--- src/rtl/alu_pipe.sv ---
// alu_pipe: two-stage pipelined integer ALU for one superscalar execute lane.
//
// Stage 1 captures operands, op, shift amount and tag on an accepted input.
// Stage 2 captures the computed result, branch outcome, illegal flag and tag.
// A valid/ready handshake on both sides lets the pipe stall without losing ops.
// flush synchronously kills everything in flight.
//
// Optional feature macro: ALU_UNSIGNED_CMP_EN
//   defined   -> op14 sltu and op15 bltu are implemented
//   undefined -> op14/op15 are reported as illegal
//
// Ports:
//   clk, rst          clock (rising edge), asynchronous active-high reset
//   flush             kill all in-flight ops at the next edge
//   in_valid/in_ready input handshake
//   in_rs1, in_rs2    operands A and B
//   in_op             4-bit op code
//   in_shamt          shift amount
//   in_tag            tag returned unchanged with the result
//   out_valid/ready   output handshake
//   out_result        result word
//   out_branch        branch taken (branch ops only)
//   out_illegal       op not supported in this build
//   out_tag           tag of the presented result

module alu_pipe #(
    parameter int unsigned WIDTH = 32,
    parameter int unsigned TAG_W = 6,
    localparam int unsigned SHW  = $clog2(WIDTH)
) (
    input  logic             clk,
    input  logic             rst,
    input  logic             flush,
    input  logic             in_valid,
    output logic             in_ready,
    input  logic [WIDTH-1:0] in_rs1,
    input  logic [WIDTH-1:0] in_rs2,
    input  logic [3:0]       in_op,
    input  logic [SHW-1:0]   in_shamt,
    input  logic [TAG_W-1:0] in_tag,
    output logic             out_valid,
    input  logic             out_ready,
    output logic [WIDTH-1:0] out_result,
    output logic             out_branch,
    output logic             out_illegal,
    output logic [TAG_W-1:0] out_tag
);

    typedef enum logic [3:0] {
        OpAdd  = 4'd0,
        OpSub  = 4'd1,
        OpSll  = 4'd2,
        OpSla  = 4'd3,
        OpSrl  = 4'd4,
        OpSra  = 4'd5,
        OpXor  = 4'd6,
        OpOr   = 4'd7,
        OpAnd  = 4'd8,
        OpBeq  = 4'd9,
        OpBne  = 4'd10,
        OpBlt  = 4'd11,
        OpBge  = 4'd12,
        OpSlt  = 4'd13,
        OpSltu = 4'd14,
        OpBltu = 4'd15
    } op_e;

    // Stage 1 state
    logic             s1_valid;
    logic [WIDTH-1:0] s1_a;
    logic [WIDTH-1:0] s1_b;
    op_e              s1_op;
    logic [SHW-1:0]   s1_shamt;
    logic [TAG_W-1:0] s1_tag;

    // Stage 2 state (drives the outputs directly)
    logic             s2_valid;
    logic [WIDTH-1:0] s2_result;
    logic             s2_branch;
    logic             s2_illegal;
    logic [TAG_W-1:0] s2_tag;

    logic s2_adv;
    logic s1_adv;
    logic in_fire;

    assign s2_adv   = !s2_valid || out_ready;
    assign s1_adv   = s1_valid && s2_adv;
    assign in_ready = !s1_valid || s2_adv;
    // flush blocks acceptance even though in_ready may be high
    assign in_fire  = in_valid && in_ready && !flush;

    // Single subtractor shared by sub, equality and both compare flavours.
    logic [WIDTH:0]   sub_full;
    logic [WIDTH-1:0] diff;
    logic [WIDTH-1:0] sum;
    logic             eq;
    logic             lt_s;
    logic             lt_u;
    logic [WIDTH-1:0] sra_res;

    assign sub_full = {1'b0, s1_a} + {1'b0, ~s1_b} + {{WIDTH{1'b0}}, 1'b1};
    assign diff     = sub_full[WIDTH-1:0];
    assign sum      = s1_a + s1_b;
    assign eq       = (diff == '0);
    // Differing signs: A is less exactly when A is negative; otherwise the
    // difference cannot overflow and its sign decides.
    assign lt_s     = (s1_a[WIDTH-1] ^ s1_b[WIDTH-1]) ? s1_a[WIDTH-1] : diff[WIDTH-1];
    // No carry out of A + ~B + 1 means a borrow, i.e. A < B unsigned.
    assign lt_u     = !sub_full[WIDTH];
    assign sra_res  = $unsigned($signed(s1_a) >>> s1_shamt);

    logic [WIDTH-1:0] res_d;
    logic             br_d;
    logic             ill_d;

    always_comb begin
        res_d = '0;
        br_d  = 1'b0;
        ill_d = 1'b0;
        case (s1_op)
            OpAdd:         res_d = sum;
            OpSub:         res_d = diff;
            OpSll, OpSla:  res_d = s1_a << s1_shamt;
            OpSrl:         res_d = s1_a >> s1_shamt;
            OpSra:         res_d = sra_res;
            OpXor:         res_d = s1_a ^ s1_b;
            OpOr:          res_d = s1_a | s1_b;
            OpAnd:         res_d = s1_a & s1_b;
            OpBeq:         br_d  = eq;
            OpBne:         br_d  = !eq;
            OpBlt:         br_d  = lt_s;
            OpBge:         br_d  = !lt_s;
            OpSlt:         res_d = {{(WIDTH-1){1'b0}}, lt_s};
`ifdef ALU_UNSIGNED_CMP_EN
            OpSltu:        res_d = {{(WIDTH-1){1'b0}}, lt_u};
            OpBltu:        br_d  = lt_u;
`endif
            default:       ill_d = 1'b1;
        endcase
    end

    always_ff @(posedge clk or posedge rst) begin
        if (rst) begin
            s1_valid   <= 1'b0;
            s1_a       <= '0;
            s1_b       <= '0;
            s1_op      <= OpAdd;
            s1_shamt   <= '0;
            s1_tag     <= '0;
            s2_valid   <= 1'b0;
            s2_result  <= '0;
            s2_branch  <= 1'b0;
            s2_illegal <= 1'b0;
            s2_tag     <= '0;
        end else begin
            if (flush) begin
                s1_valid <= 1'b0;
            end else if (in_ready) begin
                s1_valid <= in_valid;
            end
            if (in_fire) begin
                s1_a     <= in_rs1;
                s1_b     <= in_rs2;
                s1_op    <= op_e'(in_op);
                s1_shamt <= in_shamt;
                s1_tag   <= in_tag;
            end

            if (flush) begin
                s2_valid <= 1'b0;
            end else if (s2_adv) begin
                s2_valid <= s1_valid;
            end
            if (s1_adv && !flush) begin
                s2_result  <= res_d;
                s2_branch  <= br_d;
                s2_illegal <= ill_d;
                s2_tag     <= s1_tag;
            end
        end
    end

    assign out_valid   = s2_valid;
    assign out_result  = s2_result;
    assign out_branch  = s2_branch;
    assign out_illegal = s2_illegal;
    assign out_tag     = s2_tag;

endmodule

--- config.mk ---
export PLATFORM = sky130hd
export DESIGN_NAME = alu_pipe
export DESIGN_NICKNAME = d
export VERILOG_FILES = /design/src/rtl/alu_pipe.sv
export SDC_FILE = /design/constraint.sdc
export NUM_CORES = 1
export LEC_CHECK = 0
export ABC_AREA = 1
export BUFFER_PORTS_ARGS = -buffer_cell sky130_fd_sc_hd__buf_2
export CORE_MARGIN = 10
export CORE_UTILIZATION = 45
export DETAILED_ROUTE_END_ITERATION = 10
export MAX_ROUTING_LAYER = met4
export SYNTH_ARGS = -nofsm -noshare
export SYNTH_HDL_FRONTEND = slang
export SYNTH_SLANG_ARGS = --single-unit
--- constraint.sdc ---
create_clock -name clk -period 7.25 [get_ports clk]
set_input_delay 0.725 -clock clk [delete_from_list [all_inputs] [get_ports clk]]
set_output_delay 0.725 -clock clk [all_outputs]
set_load 0.05 [all_outputs]
Word level (Yosys, flattened, before mapping)
Index checks and enable logic that the tools add are counted.
- add/sub/neg operators: 3
- shift-type cells: 3
- eq/ne operators: 13
- multiplexer cells: 8
- reduce and logical (&&, ||, !) cells: 17
- bitwise operators: 5
- operators by type and width (cell ; count):
    $pmux W32 S9 ; 1
    $add A32 B32 Y32 ; 2
    $add A32 B1 Y32 const B ; 1
    $and A32 B32 Y32 ; 1
    $logic_not A32 Y1 ; 1
    $not A32 Y32 ; 1
    $or A32 B32 Y32 ; 1
    $shl A32 B5 Y32 ; 1
    $shr A32 B5 Y32 ; 1
    $sshr A32 B5 Y32 ; 1
    $xor A32 B32 Y32 ; 1
    $eq A4 B4 Y1 const B ; 6
    $eq A4 B3 Y1 const B ; 4
    $reduce_or A14 Y1 ; 1
    $eq A4 B2 Y1 const B ; 2
    $mux W1 ; 6
    $logic_not A1 Y1 ; 5
    $eq A4 B1 Y1 const B ; 1
    $logic_and A1 B1 Y1 ; 4
    $logic_not A4 Y1 ; 1
    $pmux W1 S4 ; 1
    $reduce_bool A2 Y1 ; 2
    $logic_or A1 B1 Y1 ; 2
    $reduce_or A2 Y1 ; 1
    $xor A1 B1 Y1 ; 1
- logic and storage cells: 60
- register bits after elaboration: 121

Logic depth before layout (Yosys ltp)
- depth in word-level cells: 6
- mapped depth: 26
- gate-level depth less buffers: 25

Worst setup path after synthesis
OpenSTA, ideal clock, no wires.
- path kind: register to register
- start point: register s1_a[7]
- end point: register s2_branch (netlist: out_branch)
- arrival: 3004 ps
- cell stages (with the launch flop): 25
- clock period less this slack: 3070 ps
- required time: 7184 ps
- path buffers: 1
- slack: 4180 ps
- path through: dfrtp_1 inv_1 ha_1 buf_6 nor2_2 nand2_1 nor2_1 nand2_2 nand3_2 nand2_2 nand2_2 a221oi_1 fa_1 nand4_1 nor2_1 nand3_1 nor2_1 nand3_1 nor2_1 nand2_1 nor2_1 nand3_1 nand3_1 nand2_1 nand2_1
- cells in the longest elaborated chain, start to end: 5
- elaborated cells on any way between the ends: 7
- classes of those cells: add/sub (2); mux (2); reduce/logical (3)
- RTL lines (item ; RTL line ; source):
    from (decl) ; 70 ; logic [WIDTH-1:0] s1_a;
    from (signal assigned) ; 163 ; s1_a <= in_rs1;
    $add A32 B32 Y32 * ; 102 ; assign sub_full = {1'b0, s1_a} + {1'b0, ~s1_b} + {{WIDTH{1'b0}}, 1'b1};
    $add A32 B1 Y32 * ; 102 ;
    $logic_not A32 Y1 / $mux W1 (equally long branches) ; 105, 108 ;
    $logic_not A1 Y1, on equally long branches ; 131, 133 ;
    $pmux W1 S4 * ; 121 ; case (s1_op)
    to (signal assigned) ; 177 ; s2_branch <= br_d;
    to (decl) ; 79 ; logic s2_branch;
Mark *: on every way between the ends. The rest lies on a longest branch, timed or not.
A chain may end at the register's enable or synchronous reset.

Final worst setup path
- start point: register s1_a[12]
- end point: register s2_branch (netlist: out_branch)
The elaborated chain is that of the path after synthesis.

==> results.cfg <==
[status]
run_status = completed

[timing]
final-max-slew-violation-count = 0
clock_skew_ps = 18.8
timing.fmax_ghz = 0.245
final.period_utilization_pct = 56.3
worst-slew-pin-transition_ps = 1190
report.final.hold_viol_count = 0
grt_setup_unrepaired = false
finalSetupViolations = 0
timing.slew.headroom_pct = 19.7
timing.final.crit_period_ps = 4080
finalSetupTns_ps = 0

[synth]
synth-compound-area-share_pct = 22.3
syn_avg_cell_area_sq_um = 6.06
ys_seq_elements = 121
synth_seq_area_share_pct = 21.8
synth_net_count = 2470
synthArstFlopShare_pct = 100
synth.mux.area_fraction_pct = 1.22
yosysTopAreaCellShare_pct = 21.8
netlist_area_sq_um = 13900
synth_cells = 2288
synth_edf_count = 0
post_synth_and_or_nand_nor_area_fraction_pct = 33.1
postSynth.topFlopCell = sky130_fd_sc_hd__dfrtp_1
synth.largest_area_cell = sky130_fd_sc_hd__dfrtp_1
main_combinational_cell_family_by_area_after_synthesis = simple AND/OR/NAND/NOR gates
synthesis.yosys.warnings = 0
synth.lib_cells_used.distinct = 54
synth-xor-area-share_pct = 0.379
post_synth_fa_ha_maj_area_fraction_pct = 9.00
synth_area_leaders = sky130_fd_sc_hd__dfrtp_1 (22%), sky130_fd_sc_hd__nand2_1 (18%), sky130_fd_sc_hd__ha_1 (8.6%)

[detailed_routing]
via_count = 16557
wire_per_inst_microns = 25.2
ant_nets = 0
detailedRoute.firstPassIterationCount = 6
routed_via_density = 6.03
drt-initial-drc-count = 2170
route.detailed.drc = 0
routed_wirelength_microns = 69300

[clock_tree]
numCtsBuffers = 17
root_buffer = sky130_fd_sc_hd__clkbuf_16
cts_num_sinks = 121
cts_setup_buffers = 0
ctsHoldBuffers = 0
path_clk_slew_ps = 70
clkLatencyLatePin_ps = 460
cts_tree = yes
cts_max_level = 4
ctsResizeCount = 0
clock_path_buffers = 2

[power_and_ir_drop]
ir_worst_vdd_mv = 0.187
power_per_cell_area_nw_per_um2 = 295
portion_of_total_power_attributed_to_the_clock_network_pct = 20.6
seq_power_share_pct = 20.3
combPwrFrac_pct = 59.1
power.switching_fraction_pct = 55.6
power_leakage_uw = 0.00783
p_switching_uw = 2480
internal_power_uw = 1990

[critical_path]
critical_path_buffers_and_inverters = 2
cpPeakStageDelay_ps = 600
gate_family_responsible_for_the_most_delay_along_the_worst_path = simple AND/OR/NAND/NOR gates
required_ps = 7640
crit_arrival_ps = 4470
end_kind = register
reg2reg_depth = 23
timing.critical_path.cells = inv_1 > ha_1 > nor2_1 > nand2_1 > inv_1 > nand2_1 > nand3_2 > nand2_2 > nand2_2 > a221oi_1 > fa_1 > nand4_1 > nor2_1 > nand3_1 > nor2_1 > nand3_1 > nor2_1 > nand2_1 > nor2_1 > nand3_1 > nand3_1 > nand2_1 > nand2_1
critical_path_peak_fanout = 11
critical_path_class = reg2reg
timing.critical_path.depth = 23
worstSetupStartpointType = register
highest_delay_cell_along_the_critical_path = sky130_fd_sc_hd__fa_1

[min_path]
min_path_type = in2async

[run]
timing.max_cap.violations = 0

[floorplanning]
fp.coreArea_sq_um = 30500
initial_utilization_pct = 45.5
die-area_sq_um = 38200
die-height_microns = 196
design.portCount = 126
floorplan.rows = 64
fp.dieW_microns = 196

[grt]
initial_antenna_violation_count = 2
grt_max_degree = 73
first_global_vias = 15430
grt_first_pass_wirelength_microns = 101000
globalRouteTotalUtil_pct = 36.1
grt_overflow = 0

[layout]
final_net_count = 2518
area_growth_from_synthesis_to_final_layout_pct = 9.21
final_layout_size_suffix_gt1_share_pct = 11.6
fin_cells = 2747

[placement]
place_inst = 2713
numPortBuffers = 125
hpwl_microns = 55600
gpl.final_weighted_congestion = 1.07
## logic make-up (layout without fill, tap and decap cells)
family	after synthesis	in the layout
xor gates and xnor gates	6	6
muxes	16	16
buffers and inverters	402	463
adders and majority gates	98	98
AOI/OAI and AO/OA	549	549
DFF	121	121
and+or+nand+nor	1096	1096
other	0	2
## power by group through the flow
stage                     clock (uW)  combinational [uW]  sequential (uW)
after global routing             944                2830              919
after detailed placement           0                2550              911
after floorplan                    0                1520             1120
after global placement             0                2550              901
after CTS                        922                2560              901
final                            921                2640              905
## registers in the layout, indices dropped and copies added, names as in the netlist
signal and flops:
out_result 32, s1_a 32, s1_b 32, out_tag 6, s1_tag 6, s1_shamt 5, s1_op 4, out_branch 1
out_illegal 1, out_valid 1, s1_valid 1
## path summary, 6_finish.rpt
kind	start	to	slack, ps
worst max-delay path	s1_a[12]	out_branch	3170
worst min-delay path	rst	out_result[17]	340
worst max register to register	s1_a[12]	out_branch	3170
worst min register to register	s1_tag[4]	out_tag[4]	470
max in group asynchronous	rst	s1_shamt[3]	5650
min in group clk	flush	s1_valid	470
## through the flow
stage	cell area (sq um)	power [uW]	util, %	hold WS, ps	setup slack, ps
detailed placement	14500	3460	47.7	453	3280
CTS	15100	4380	49.6	368	3260
global placement	14500	3450	47.7	443	3480
floorplan	13900	2640	-	436	3310
finish	15100	4470	49.6	335	3170
global route	15100	4690	49.6	376	2910
## synthesized netlist by cell type (all sizes together), types with 27 or more instances
cell type  number
o211ai         27
dfrtp         121
a21oi         202
o21ai         211
inv           280
clkbuf         45
nand4          32
nand2         683
ha             95
nand3          95
nor2          247
buf            72
## worst register-to-register path: stages (launching register included)
cell and delay [ps]:
sky130_fd_sc_hd__dfrtp_1 400, sky130_fd_sc_hd__inv_1 100, sky130_fd_sc_hd__ha_1 460, sky130_fd_sc_hd__nor2_1 320
sky130_fd_sc_hd__nand2_1 130, sky130_fd_sc_hd__inv_1 140, sky130_fd_sc_hd__nand2_1 100, sky130_fd_sc_hd__nand3_2 150
sky130_fd_sc_hd__nand2_2 100, sky130_fd_sc_hd__nand2_2 130, sky130_fd_sc_hd__a221oi_1 120, sky130_fd_sc_hd__fa_1 600
sky130_fd_sc_hd__nand4_1 120, sky130_fd_sc_hd__nor2_1 140, sky130_fd_sc_hd__nand3_1 90, sky130_fd_sc_hd__nor2_1 220
sky130_fd_sc_hd__nand3_1 100, sky130_fd_sc_hd__nor2_1 100, sky130_fd_sc_hd__nand2_1 60, sky130_fd_sc_hd__nor2_1 110
sky130_fd_sc_hd__nand3_1 80, sky130_fd_sc_hd__nand3_1 100, sky130_fd_sc_hd__nand2_1 60, sky130_fd_sc_hd__nand2_1 70
## final cells by class
class / count / area [sq um]
antenna: 2 / 5.00
clock buffer: 18 / 429
clock inverter: 14 / 163
fill: 3231 / 15400
inverter: 285 / 1070
multi-input combinational: 1765 / 9170
sequential: 121 / 3030
tap: 396 / 495
timing repair buffer: 146 / 783
## placed cells by master (no fill, tap or decap), types with 26 or more instances in the layout
master | netlist | final
sky130_fd_sc_hd__a21oi_1 | 199 | 199
sky130_fd_sc_hd__buf_2 | 31 | 125
sky130_fd_sc_hd__dfrtp_1 | 121 | 120
sky130_fd_sc_hd__ha_1 | 95 | 95
sky130_fd_sc_hd__inv_1 | 263 | 260
sky130_fd_sc_hd__nand2_1 | 657 | 655
sky130_fd_sc_hd__nand2_2 | 26 | 27
sky130_fd_sc_hd__nand3_1 | 89 | 89
sky130_fd_sc_hd__nand4_1 | 32 | 32
sky130_fd_sc_hd__nor2_1 | 226 | 225
sky130_fd_sc_hd__o211ai_1 | 27 | 27
sky130_fd_sc_hd__o21ai_0 | 150 | 150
sky130_fd_sc_hd__o21ai_1 | 60 | 60
sky130_fd_sc_hd__o22ai_1 | 26 | 26
## layer usage
layer | vias up | track usage [%] | share of wire [%]
met4 | 0 | 11.4 | 3.1
met2 | 966 | 53.1 | 44
met3 | 131 | 8.94 | 11
met1 | 7895 | 47.6 | 42
li1 | 7565 | - | -
met5 | - | - | 0
No activity file was read; power rests on OpenSTA's default activity.
